--- config.mk ---
export PLATFORM = sky130hd
export DESIGN_NAME = fetch_queue_ctrl_flat
export DESIGN_NICKNAME = d
export VERILOG_FILES = /design/src/rtl/fetch_pkg.sv /design/src/rtl/fetch_queue_ctrl_if.sv /design/src/rtl/fetch_ring.sv /design/src/rtl/fetch_queue_ctrl.sv /design/src/flat_wrapper.sv
export SDC_FILE = /design/constraint.sdc
export NUM_CORES = 1
export LEC_CHECK = 0
export CAP_MARGIN = 10
export CORE_MARGIN = 3
export CORE_UTILIZATION = 45
export DETAILED_ROUTE_END_ITERATION = 8
export PLACE_DENSITY = 0.61
export SYNTH_ARGS = -nofsm -noshare
export SYNTH_HDL_FRONTEND = slang
export SYNTH_SLANG_ARGS = --single-unit
--- constraint.sdc ---
create_clock -name clock -period 9.3 [get_ports clock]
set_input_delay 1.86 -clock clock [delete_from_list [all_inputs] [get_ports clock]]
set_output_delay 1.86 -clock clock [all_outputs]
set_load 0.02 [all_outputs]
--- src/rtl/fetch_pkg.sv ---
// Shared types for the fetch queue: PC/instruction words, FSM encoding and queue entry layout.
package fetch_pkg;

   localparam int PC_W   = 32;
   localparam int INST_W = 32;

   typedef logic [PC_W-1:0]   pc_t;
   typedef logic [INST_W-1:0] inst_t;

   typedef enum logic [1:0] {
      IDLE  = 2'd0,
      WAIT  = 2'd1,
      STALE = 2'd2
   } fq_state_e;

   typedef struct packed {
      pc_t   pc;
      inst_t inst;
   } fq_entry_t;

endpackage

--- src/rtl/fetch_queue_ctrl_if.sv ---
// I-cache fetch port, branch predict/resolve inputs and decode-side outputs of the fetch queue.
interface fetch_queue_ctrl_if #(
   parameter int FETCH_WIDTH  = 2,
   parameter int DECODE_WIDTH = 2,
   parameter int DEPTH        = 8,
   parameter int XLEN         = 32
);
   localparam int LANE_W = (FETCH_WIDTH > 1) ? $clog2(FETCH_WIDTH) : 1;
   localparam int ACC_W  = $clog2(DECODE_WIDTH + 1);
   localparam int CNT_W  = $clog2(DEPTH + 1);

   logic                         fetch_req_valid;
   logic [XLEN-1:0]              fetch_req_pc;
   logic                         fetch_req_ready;
   logic                         fetch_rsp_valid;
   logic [FETCH_WIDTH*32-1:0]    fetch_rsp_data;
   logic                         predict_valid;
   logic [LANE_W-1:0]            predict_lane;
   logic [XLEN-1:0]              predict_dst;
   logic                         resolve_valid;
   logic                         resolve_mispredict;
   logic [XLEN-1:0]              resolve_dst;
   logic [DECODE_WIDTH-1:0]      decode_valid;
   logic [DECODE_WIDTH*32-1:0]   decode_inst;
   logic [DECODE_WIDTH*XLEN-1:0] decode_pc;
   logic [ACC_W-1:0]             decode_accept;
   logic [CNT_W-1:0]             count;

   modport master (
      output fetch_req_valid, fetch_req_pc,
      input  fetch_req_ready, fetch_rsp_valid, fetch_rsp_data,
      input  predict_valid, predict_lane, predict_dst,
      input  resolve_valid, resolve_mispredict, resolve_dst,
      output decode_valid, decode_inst, decode_pc,
      input  decode_accept,
      output count
   );

   modport slave (
      input  fetch_req_valid, fetch_req_pc,
      output fetch_req_ready, fetch_rsp_valid, fetch_rsp_data,
      output predict_valid, predict_lane, predict_dst,
      output resolve_valid, resolve_mispredict, resolve_dst,
      input  decode_valid, decode_inst, decode_pc,
      output decode_accept,
      input  count
   );

endinterface

--- src/rtl/fetch_ring.sv ---
// Circular instruction buffer: up to PUSH_N writes and POP_N reads per cycle, flush, occupancy count.
module fetch_ring
   import fetch_pkg::*;
#(
   parameter int DEPTH  = 8,
   parameter int PUSH_N = 2,
   parameter int POP_N  = 2
) (
   input  logic                             clock,
   input  logic                             reset,
   input  logic                             flush_i,
   input  logic [$clog2(PUSH_N+1)-1:0]      push_cnt_i,
   input  fq_entry_t                        push_data_i [PUSH_N],
   input  logic [$clog2(POP_N+1)-1:0]       pop_cnt_i,
   output fq_entry_t                        head_data_o [POP_N],
   output logic [POP_N-1:0]                 head_valid_o,
   output logic [$clog2(DEPTH+1)-1:0]       count_o
);
   localparam int IDX_W = $clog2(DEPTH);
   localparam int CNT_W = $clog2(DEPTH + 1);

   fq_entry_t        mem_q [DEPTH];
   logic [IDX_W-1:0] head_q, head_d;
   logic [IDX_W-1:0] tail_q, tail_d;
   logic [CNT_W-1:0] count_q, count_d;

   // Indices wrap naturally; count alone tells full from empty.
   always_comb begin
      head_d  = head_q;
      tail_d  = tail_q;
      count_d = count_q;
      if (flush_i) begin
         tail_d  = head_q;
         count_d = '0;
      end else begin
         head_d  = head_q + IDX_W'(pop_cnt_i);
         tail_d  = tail_q + IDX_W'(push_cnt_i);
         count_d = count_q - CNT_W'(pop_cnt_i) + CNT_W'(push_cnt_i);
      end
   end

   always_ff @(posedge clock or negedge reset) begin
      if (!reset) begin
         head_q  <= '0;
         tail_q  <= '0;
         count_q <= '0;
      end else begin
         head_q  <= head_d;
         tail_q  <= tail_d;
         count_q <= count_d;
      end
   end

   always_ff @(posedge clock) begin
      for (int i = 0; i < PUSH_N; i++) begin
         if (!flush_i && i < int'(push_cnt_i))
            mem_q[tail_q + IDX_W'(i)] <= push_data_i[i];
      end
   end

   // Invalid lanes read as zero so stale storage never reaches decode.
   always_comb begin
      for (int i = 0; i < POP_N; i++) begin
         head_valid_o[i] = i < int'(count_q);
         head_data_o[i]  = head_valid_o[i] ? mem_q[head_q + IDX_W'(i)] : '0;
      end
   end

   assign count_o = count_q;

endmodule

--- src/rtl/fetch_queue_ctrl.sv ---
// Fetch PC generation, single-outstanding I-fetch FSM and mispredict redirect in front of a fetch_ring.
// Optional FETCH_QUEUE_PERF_EN adds saturating flush and starvation counters.
module fetch_queue_ctrl
   import fetch_pkg::*;
#(
   parameter int              FETCH_WIDTH  = 2,
   parameter int              DECODE_WIDTH = 2,
   parameter int              DEPTH        = 8,
   parameter int              XLEN         = 32,
   parameter logic [XLEN-1:0] RESET_PC     = '0
) (
   input  logic               clock,
   input  logic               reset,
   fetch_queue_ctrl_if.master bus
`ifdef FETCH_QUEUE_PERF_EN
   ,
   output logic [31:0]        perf_flush,
   output logic [31:0]        perf_starve
`endif
);
   localparam int              PUSH_W      = $clog2(FETCH_WIDTH + 1);
   localparam int              CNT_W       = $clog2(DEPTH + 1);
   localparam logic [1:0]      ST_IDLE     = IDLE;
   localparam logic [1:0]      ST_WAIT     = WAIT;
   localparam logic [1:0]      ST_STALE    = STALE;
   localparam logic [XLEN-1:0] FETCH_BYTES = XLEN'(4 * FETCH_WIDTH);

   function automatic logic [XLEN-1:0] word_align(input logic [XLEN-1:0] a);
      return a & ~XLEN'(3);
   endfunction

   logic [1:0]        state_q, state_d;
   logic [XLEN-1:0]   pc_q, pc_d;
   logic [CNT_W-1:0]  count;
   logic              flush, req_ok, handshake, rsp_push;
   logic [PUSH_W-1:0] push_cnt;
   fq_entry_t         push_data [FETCH_WIDTH];
   fq_entry_t         head_data [DECODE_WIDTH];
   logic [DECODE_WIDTH-1:0] head_valid;

   assign flush     = bus.resolve_valid & bus.resolve_mispredict;
   // Space check uses pre-pop occupancy; gating with reset keeps the request low while held in reset.
   assign req_ok    = reset && (state_q == ST_IDLE) &&
                      ((CNT_W'(DEPTH) - count) >= CNT_W'(FETCH_WIDTH));
   assign handshake = req_ok & bus.fetch_req_ready;
   assign rsp_push  = (state_q == ST_WAIT) & bus.fetch_rsp_valid;

   always_comb begin
      push_cnt = '0;
      if (rsp_push)
         push_cnt = bus.predict_valid ? PUSH_W'(bus.predict_lane) + PUSH_W'(1)
                                      : PUSH_W'(FETCH_WIDTH);
   end

   for (genvar i = 0; i < FETCH_WIDTH; i++) begin : g_push
      assign push_data[i] = {pc_t'(pc_q + XLEN'(4 * i)), bus.fetch_rsp_data[32*i +: 32]};
   end

   always_comb begin
      state_d = state_q;
      pc_d    = pc_q;
      case (state_q)
         ST_IDLE:  if (handshake) state_d = ST_WAIT;
         ST_WAIT:  if (bus.fetch_rsp_valid) begin
                      state_d = ST_IDLE;
                      pc_d    = bus.predict_valid ? word_align(bus.predict_dst) : pc_q + FETCH_BYTES;
                   end
         ST_STALE: if (bus.fetch_rsp_valid) state_d = ST_IDLE;
         default:  state_d = ST_IDLE;
      endcase
      // A response still owed to the old path must be swallowed before fetching the new one.
      if (flush) begin
         pc_d    = word_align(bus.resolve_dst);
         state_d = ((state_q == ST_WAIT && !bus.fetch_rsp_valid) || handshake) ? ST_STALE : ST_IDLE;
      end
   end

   always_ff @(posedge clock or negedge reset) begin
      if (!reset) begin
         state_q <= ST_IDLE;
         pc_q    <= word_align(RESET_PC);
      end else begin
         state_q <= state_d;
         pc_q    <= pc_d;
      end
   end

   fetch_ring #(
      .DEPTH  (DEPTH),
      .PUSH_N (FETCH_WIDTH),
      .POP_N  (DECODE_WIDTH)
   ) u_ring (
      .clock        (clock),
      .reset        (reset),
      .flush_i      (flush),
      .push_cnt_i   (push_cnt),
      .push_data_i  (push_data),
      .pop_cnt_i    (bus.decode_accept),
      .head_data_o  (head_data),
      .head_valid_o (head_valid),
      .count_o      (count)
   );

   assign bus.fetch_req_valid = req_ok;
   assign bus.fetch_req_pc    = pc_q;
   assign bus.decode_valid    = head_valid;
   assign bus.count           = count;

   for (genvar j = 0; j < DECODE_WIDTH; j++) begin : g_dec
      assign bus.decode_inst[32*j +: 32]    = head_data[j].inst;
      assign bus.decode_pc[XLEN*j +: XLEN] = XLEN'(head_data[j].pc);
   end

`ifdef FETCH_QUEUE_PERF_EN
   logic [31:0] perf_flush_q, perf_starve_q;

   always_ff @(posedge clock or negedge reset) begin
      if (!reset) begin
         perf_flush_q  <= '0;
         perf_starve_q <= '0;
      end else begin
         if (flush && !(&perf_flush_q))         perf_flush_q  <= perf_flush_q + 32'd1;
         if (count == '0 && !(&perf_starve_q))  perf_starve_q <= perf_starve_q + 32'd1;
      end
   end

   assign perf_flush  = perf_flush_q;
   assign perf_starve = perf_starve_q;
`endif

`ifndef SYNTHESIS
   always @(posedge clock) begin
      if (reset) begin
         assert (!(state_q == ST_IDLE && bus.fetch_rsp_valid));
         assert (int'(bus.decode_accept) <= int'(count) && int'(bus.decode_accept) <= DECODE_WIDTH);
      end
   end
`endif

endmodule

--- src/flat_wrapper.sv ---
// flat-port wrapper written by rule: the top's interface ports become plain ports
module fetch_queue_ctrl_flat import fetch_pkg::*;
#(
   parameter int              FETCH_WIDTH  = 2,
   parameter int              DECODE_WIDTH = 2,
   parameter int              DEPTH        = 8,
   parameter int              XLEN         = 32,
   parameter logic [XLEN-1:0] RESET_PC     = '0
)
  (clock, reset, bus_fetch_req_valid, bus_fetch_req_pc, bus_fetch_req_ready, bus_fetch_rsp_valid, bus_fetch_rsp_data, bus_predict_valid, bus_predict_lane, bus_predict_dst, bus_resolve_valid, bus_resolve_mispredict, bus_resolve_dst, bus_decode_valid, bus_decode_inst, bus_decode_pc, bus_decode_accept, bus_count);
  fetch_queue_ctrl_if #(.FETCH_WIDTH(FETCH_WIDTH), .DECODE_WIDTH(DECODE_WIDTH), .DEPTH(DEPTH), .XLEN(XLEN)) bus_i ();
  input  logic clock;
  input  logic reset;
  output wire logic [$bits(bus_i.fetch_req_valid)-1:0] bus_fetch_req_valid;
  output wire logic [$bits(bus_i.fetch_req_pc)-1:0] bus_fetch_req_pc;
  input wire logic [$bits(bus_i.fetch_req_ready)-1:0] bus_fetch_req_ready;
  input wire logic [$bits(bus_i.fetch_rsp_valid)-1:0] bus_fetch_rsp_valid;
  input wire logic [$bits(bus_i.fetch_rsp_data)-1:0] bus_fetch_rsp_data;
  input wire logic [$bits(bus_i.predict_valid)-1:0] bus_predict_valid;
  input wire logic [$bits(bus_i.predict_lane)-1:0] bus_predict_lane;
  input wire logic [$bits(bus_i.predict_dst)-1:0] bus_predict_dst;
  input wire logic [$bits(bus_i.resolve_valid)-1:0] bus_resolve_valid;
  input wire logic [$bits(bus_i.resolve_mispredict)-1:0] bus_resolve_mispredict;
  input wire logic [$bits(bus_i.resolve_dst)-1:0] bus_resolve_dst;
  output wire logic [$bits(bus_i.decode_valid)-1:0] bus_decode_valid;
  output wire logic [$bits(bus_i.decode_inst)-1:0] bus_decode_inst;
  output wire logic [$bits(bus_i.decode_pc)-1:0] bus_decode_pc;
  input wire logic [$bits(bus_i.decode_accept)-1:0] bus_decode_accept;
  output wire logic [$bits(bus_i.count)-1:0] bus_count;
  assign bus_fetch_req_valid = bus_i.fetch_req_valid;
  assign bus_fetch_req_pc = bus_i.fetch_req_pc;
  assign bus_i.fetch_req_ready = bus_fetch_req_ready;
  assign bus_i.fetch_rsp_valid = bus_fetch_rsp_valid;
  assign bus_i.fetch_rsp_data = bus_fetch_rsp_data;
  assign bus_i.predict_valid = bus_predict_valid;
  assign bus_i.predict_lane = bus_predict_lane;
  assign bus_i.predict_dst = bus_predict_dst;
  assign bus_i.resolve_valid = bus_resolve_valid;
  assign bus_i.resolve_mispredict = bus_resolve_mispredict;
  assign bus_i.resolve_dst = bus_resolve_dst;
  assign bus_decode_valid = bus_i.decode_valid;
  assign bus_decode_inst = bus_i.decode_inst;
  assign bus_decode_pc = bus_i.decode_pc;
  assign bus_i.decode_accept = bus_decode_accept;
  assign bus_count = bus_i.count;
  fetch_queue_ctrl #(.FETCH_WIDTH(FETCH_WIDTH), .DECODE_WIDTH(DECODE_WIDTH), .DEPTH(DEPTH), .XLEN(XLEN), .RESET_PC(RESET_PC)) u_core (.clock(clock), .reset(reset), .bus(bus_i));
endmodule
Yosys cells after proc, flatten, opt, wreduce, memory -nomap -nowiden

Memory sizes are Yosys's and may differ from the RTL's.
Index checks and enable logic that the tools add are counted.

Register bits: 44
Memory bits (writable): 512
Output and inout bits: 167
Memories: 1

Add/subtract/negate cells: 10
Order comparisons: 5
Equality and inequality tests: 4
Muxes and demuxes: 19
Bitwise operators: 3
Reductions and logical operators: 14

Memories:

| memory              | depth | width | rd ports | clocked after memory_dff | write ports | line             | RTL |
|---|---|---|---|---|---|---|---|
| u_core.u_ring.mem_q | 8     | 64    | 2        | 0                        | 2           | fetch_ring.sv:22 | `fq_entry_t mem_q [DEPTH];` |

Operators with widths:

| kind                                                                        | count |
|---|---|
| 32-bit 2-to-1 mux                                                           | 4 |
| 64-bit 2-to-1 mux                                                           | 2 |
| 32-bit by 3-bit adder with 32-bit output, second input constant             | 1 |
| 32-bit by 4-bit adder with 32-bit output, second input constant             | 1 |
| 2-bit 2-to-1 mux                                                            | 6 |
| 1-bit by 4-bit less-than comparator with 1-bit output, first input constant | 2 |
| 3-bit by 1-bit adder with 3-bit output, second input constant               | 2 |
| 3-bit by 2-bit adder with 3-bit output                                      | 2 |
| 1-bit logical AND                                                           | 5 |
| 4-bit by 2-bit adder with 4-bit output                                      | 1 |
| 4-bit by 2-bit >= comparator with 1-bit output, second input constant       | 1 |
| 1-bit by 2-bit less-than comparator with 1-bit output, first input constant | 2 |
| 1-bit 2-to-1 mux                                                            | 4 |
| 4-bit 2-to-1 mux                                                            | 1 |
| 2-bit one-hot mux with 2 select lines                                       | 1 |
| 2-bit AND reduction                                                         | 2 |
| 2-bit nonzero test                                                          | 2 |
| 4-bit by 2-bit subtractor with 4-bit output                                 | 1 |
| 4-bit subtractor, first input constant                                      | 1 |
| 1-bit bitwise AND                                                           | 3 |
| 3-bit 2-to-1 mux                                                            | 1 |
| 3-bit by 1-bit != test with 1-bit output, second input constant             | 1 |
| 3-bit by 2-bit != test with 1-bit output, second input constant             | 1 |
| 1-bit by 1-bit adder with 2-bit output, second input constant               | 1 |
| other kinds (6)                                                             | 7 |

Logic depth before layout (Yosys ltp)

Word-level depth: 7
Mapped depth: 13
Mapped depth without buffers: 11

Modules after synthesis

From an unflattened synthesis, not the netlist that was laid out.

Cells, all modules: 2345
Area total of the unflattened synthesis: 33746.1 um^2

Modules (own cells, without submodules):

| module           | instances | cells each | area an instance (um^2) | sequential area each (um^2) |
|---|---|---|---|---|
| fetch_ring       | 1         | 1921       | 30506.8                 | 15625.0 |
| fetch_queue_ctrl | 1         | 424        | 3239.4                  | 800.8 |

Worst setup path before layout

OpenSTA, ideal clock, no wires.

Kind: input port to flip-flop
Start: input port bus_resolve_valid
End: memory u_core.u_ring.mem_q[0][0] in the netlist's numbering (enable)
Library setup time: 0.574 ns
Data arrival time: 7.179 ns
Required time: 8.726 ns
Slack: 1.548 ns
Stages: 5
Path buffers: 2
Cells stage by stage: and2_1 -> buf_6 -> or3_1 -> clkbuf_1 -> o31ai_1

RTL lines:

| item            | line               | RTL |
|---|---|---|
| start, declared | flat_wrapper.sv:22 | `input wire logic [$bits(bus_i.resolve_valid)-1:0] bus_resolve_valid;` |
| end, declared   | fetch_ring.sv:22   |  |

Final worst setup path

Start: register u_core.u_ring.head_q[0]
End: output port bus_decode_pc[44]

Longest elaborated chain between the ends: 3

RTL lines:

| item                                   | line               | RTL |
|---|---|---|
| start, declared                        | fetch_ring.sv:23   | `logic [IDX_W-1:0] head_q, head_d;` |
| start signal, assigned                 | fetch_ring.sv:44   | `head_q <= '0;` |
| start signal, assigned                 | fetch_ring.sv:48   | `head_q <= head_d;` |
| 3-bit by 1-bit adder with 3-bit output | fetch_ring.sv:65   | `head_data_o[i] = head_valid_o[i] ? mem_q[head_q + IDX_W'(i)] : '0;` |
| memory 8 x 64 bit                      | n/a                |  |
| 64-bit 2-to-1 mux                      | fetch_ring.sv:65   |  |
| end, declared                          | flat_wrapper.sv:27 | `output wire logic [$bits(bus_i.decode_pc)-1:0] bus_decode_pc;` |

Every way passes these cells.

==> metrics.yaml <==
setup_slack_ns: 2.23
initial_core_util_pct: 45.7
r2r_cells: 8
max_stage_delay_ns: 0.94
gp_congestion: 0.849
ys_seq_area_share_pct: 48.6
clock_path_buffers: 3
grt_pass1_vias: 25300
hold_class: "flip-flop to flip-flop"
root_buffer: "clkbuf_16"
critical_path_class: "flip-flop to primary output"
slowest_stage: "buf_4"
drive_above_1_share_pct: 13.3
drv_slew: 0
drc_errors: 0
place_hpwl_mm: 64.4
via_count: 25000
postRouteAntennaNets: 0
cts-resized-gates: 0
timing.final.crit_share_pct: 76.1
critical_path.max_fanout: 149
hold_viol: 0
avgSynthCellArea_sq_um: 10.7
post-cts-setup-buffers: 0
rsz0062_at_grt: "no"
peakVddDrop_uv: 279
track_usage_pct: 28.1
place_ws_ns: 2.92
min_delay_worst_endpoint: "u_core.state_q[0]"
end_kind: "primary output"
fmax_ghz: 0.141
wire_per_inst_um: 26.2
hold_buffers: 0
min_path_cells: 2
synthArstFlopShare_pct: 7.81
tns_ns: 0
r2r_slack_ns: 4.92
drv_cap: 0
pin_count: 305
holdCritStartpoint: "u_core.state_q[0]"
die_h_um: 276
total_leakage_power_nw: 13.8
syn_inst: 3061
skew_ns: 0.0182
cts.sinks: 538
grt_antenna_before_repair: 7
grt_overflow: 0
status: "completed"
synth.distinct_cells: 56
die_w_um: 276
layout.nets: 3327
r2r_end: "u_core.u_ring.mem_q[7][35]"
synth_edf_count: 496
grt_pass1_wl_mm: 162
drtPass1Iterations: 6
io_buffers: 294
setup_violations: 0
syn2layout_area_growth_pct: 16.0
worst_pin_slew_ns: 1.17
arrival_ns: 5.21
crit_chain: "buf_12 > buf_4 > mux4_2 > nand2_1 > a21oi_1 > clkdlybuf4s50_1"
insertion_delay_ns: 0.63
cp-start-kind: "flip-flop"
slew-limit-headroom_pct: 21.0
ys_ff_latch: 538
viasPerCell: 6.00
grt_max_degree: 150
rows: 98
ys.flop_type: "edfxtp_1"
rr_startpoint: "u_core.state_q[1]"
core_sq_mm: 0.0719
cts_buffers: 59
powerDensity_mw_per_mm2: 317
min_period_ns: 7.07
cp.required_ns: 7.44
htree_levels: 2
cts_tree: "built"
routed_wl_mm: 109
netlist_area_sq_mm: 0.0328
yosys_warnings: 0
drt_iter0_drc: 2890
die_area_sq_mm: 0.0762
clk_pin_slew_ns: 0.06
## registers in the layout, summed over array words and instances (netlist names)
name and flops:
u_core.bus.fetch_req_pc 30, u_core.state_q 2, u_core.u_ring.count_o 4, u_core.u_ring.head_q 3, u_core.u_ring.mem_q 496, u_core.u_ring.tail_q 3
## stage by stage
stage               instance area [sq um]  total power [mW]  instances  hold slack (ns)  util, %
floorplan                           32800              7.24       3066            0.542        -
global placement                    36200              9.79       4058            0.560     50.4
detailed placement                  36200              9.87       4058            0.585     50.4
CTS                                 38000              12.1       4168            0.592     52.9
global route                        38000              12.6       4173            0.650     52.9
finish                              38000              12.0       4173            0.593     52.9
## routing by layer
layer | global-route usage [%] | part of all wire (%) | routed length (um) | vias up
li1 | - | - | - | 10800
met1 | 36.8 | 38 | 41300 | 12500
met2 | 47.1 | 49 | 53100 | 1489
met3 | 5.66 | 10 | 11200 | 225
met4 | 9.32 | 3.2 | 3490 | 4
met5 | 0 | 0.020 | 22 | -
## area by class of cell
class / count / area [sq um]
Clock buffer: 80 / 1610
Antenna cell: 4 / 10.0
Tap cell: 950 / 1190
Fill cell: 6186 / 33800
Timing Repair Buffer: 345 / 3350
Inverter: 25 / 93.8
Sequential cell: 538 / 16000
Multi-Input combinational cell: 2201 / 15700
Clock inverter: 30 / 179
## worst max-delay path by stage
stage | start | to | cells past startpoint
after floorplan | bus_resolve_valid | u_core.u_ring.mem_q[0][0] | 5
after global placement | u_core.u_ring.head_q[0] | bus_decode_pc[44] | 6
after detailed placement | u_core.u_ring.head_q[0] | bus_decode_pc[44] | 6
after CTS | u_core.u_ring.head_q[0] | bus_decode_pc[44] | 6
after global routing | u_core.u_ring.head_q[0] | bus_decode_pc[44] | 6
final | u_core.u_ring.head_q[0] | bus_decode_pc[44] | 6
## report_power, final
part,internal (mW),switching (mW)
registers,2.96,0.479
clock network,1.23,0.988
logic,2.82,3.57
total,7.01,5.04
## logic make-up after synthesis
logic type	share of synthesized area, %
and+or+nand+nor	17.5
DFF	48.6
buffers and inverters	4.45
muxes	19.0
xor gates and xnor gates	6.52
AOI/OAI and AO/OA	3.12
adders and majority gates	0.816
other	0.0114
## Yosys cell counts, types with 3 or more instances
cell | n | area share (%)
a22oi_1 | 5 | 0.11
ha_1 | 15 | 0.57
clkbuf_2 | 4 | 0.061
mux2i_1 | 66 | 2.0
nand2_1 | 1104 | 13
or4_1 | 3 | 0.069
nand4_1 | 15 | 0.29
nor3_1 | 8 | 0.12
nor4_2 | 4 | 0.15
a221o_1 | 3 | 0.092
buf_2 | 59 | 0.90
o21ai_0 | 57 | 0.87
or3_1 | 10 | 0.19
dfrtp_1 | 42 | 3.2
a21oi_1 | 106 | 1.6
and2_1 | 7 | 0.13
xnor2_1 | 150 | 4.0
fa_1 | 4 | 0.24
nand2b_1 | 5 | 0.095
buf_4 | 37 | 0.85
and3_1 | 4 | 0.076
mux4_2 | 248 | 17
buf_1 | 67 | 0.77
nor4_1 | 7 | 0.13
o31ai_1 | 3 | 0.069
edfxtp_1 | 496 | 45
nor2_2 | 4 | 0.076
clkbuf_1 | 133 | 1.5
xor2_1 | 91 | 2.4
nand4_2 | 3 | 0.11
nor2_1 | 201 | 2.3
nor2_4 | 3 | 0.10
nand3_1 | 42 | 0.64
nor3_2 | 3 | 0.092
inv_1 | 24 | 0.27
## worst max-delay path, delay by kind of cell, from the launching register on
| family | cells | cell delay, ns |
|---|---|---|
| buffers and inverters | 3 | 2.50 |
| flip-flops | 1 | 0.90 |
| AO/OA/AOI/OAI | 1 | 0.60 |
| multiplexers | 1 | 0.38 |
| AND/OR/NAND/NOR | 1 | 0.06 |
## cell usage in the layout (no fill, tap or decap), types with 38 or more instances in the layout
master	netlist	routed
clkbuf_16	0	60
xor2_1	91	90
clkdlybuf4s50_1	0	293
o21ai_0	57	51
edfxtp_1	496	496
a21oi_1	106	106
buf_4	37	49
xnor2_1	150	149
dfrtp_1	42	39
nand3_1	42	38
mux2i_1	66	66
nand2_1	1104	1100
nor2_1	201	200
mux4_2	248	248
Note: power is estimated with default switching activity, not from simulation.
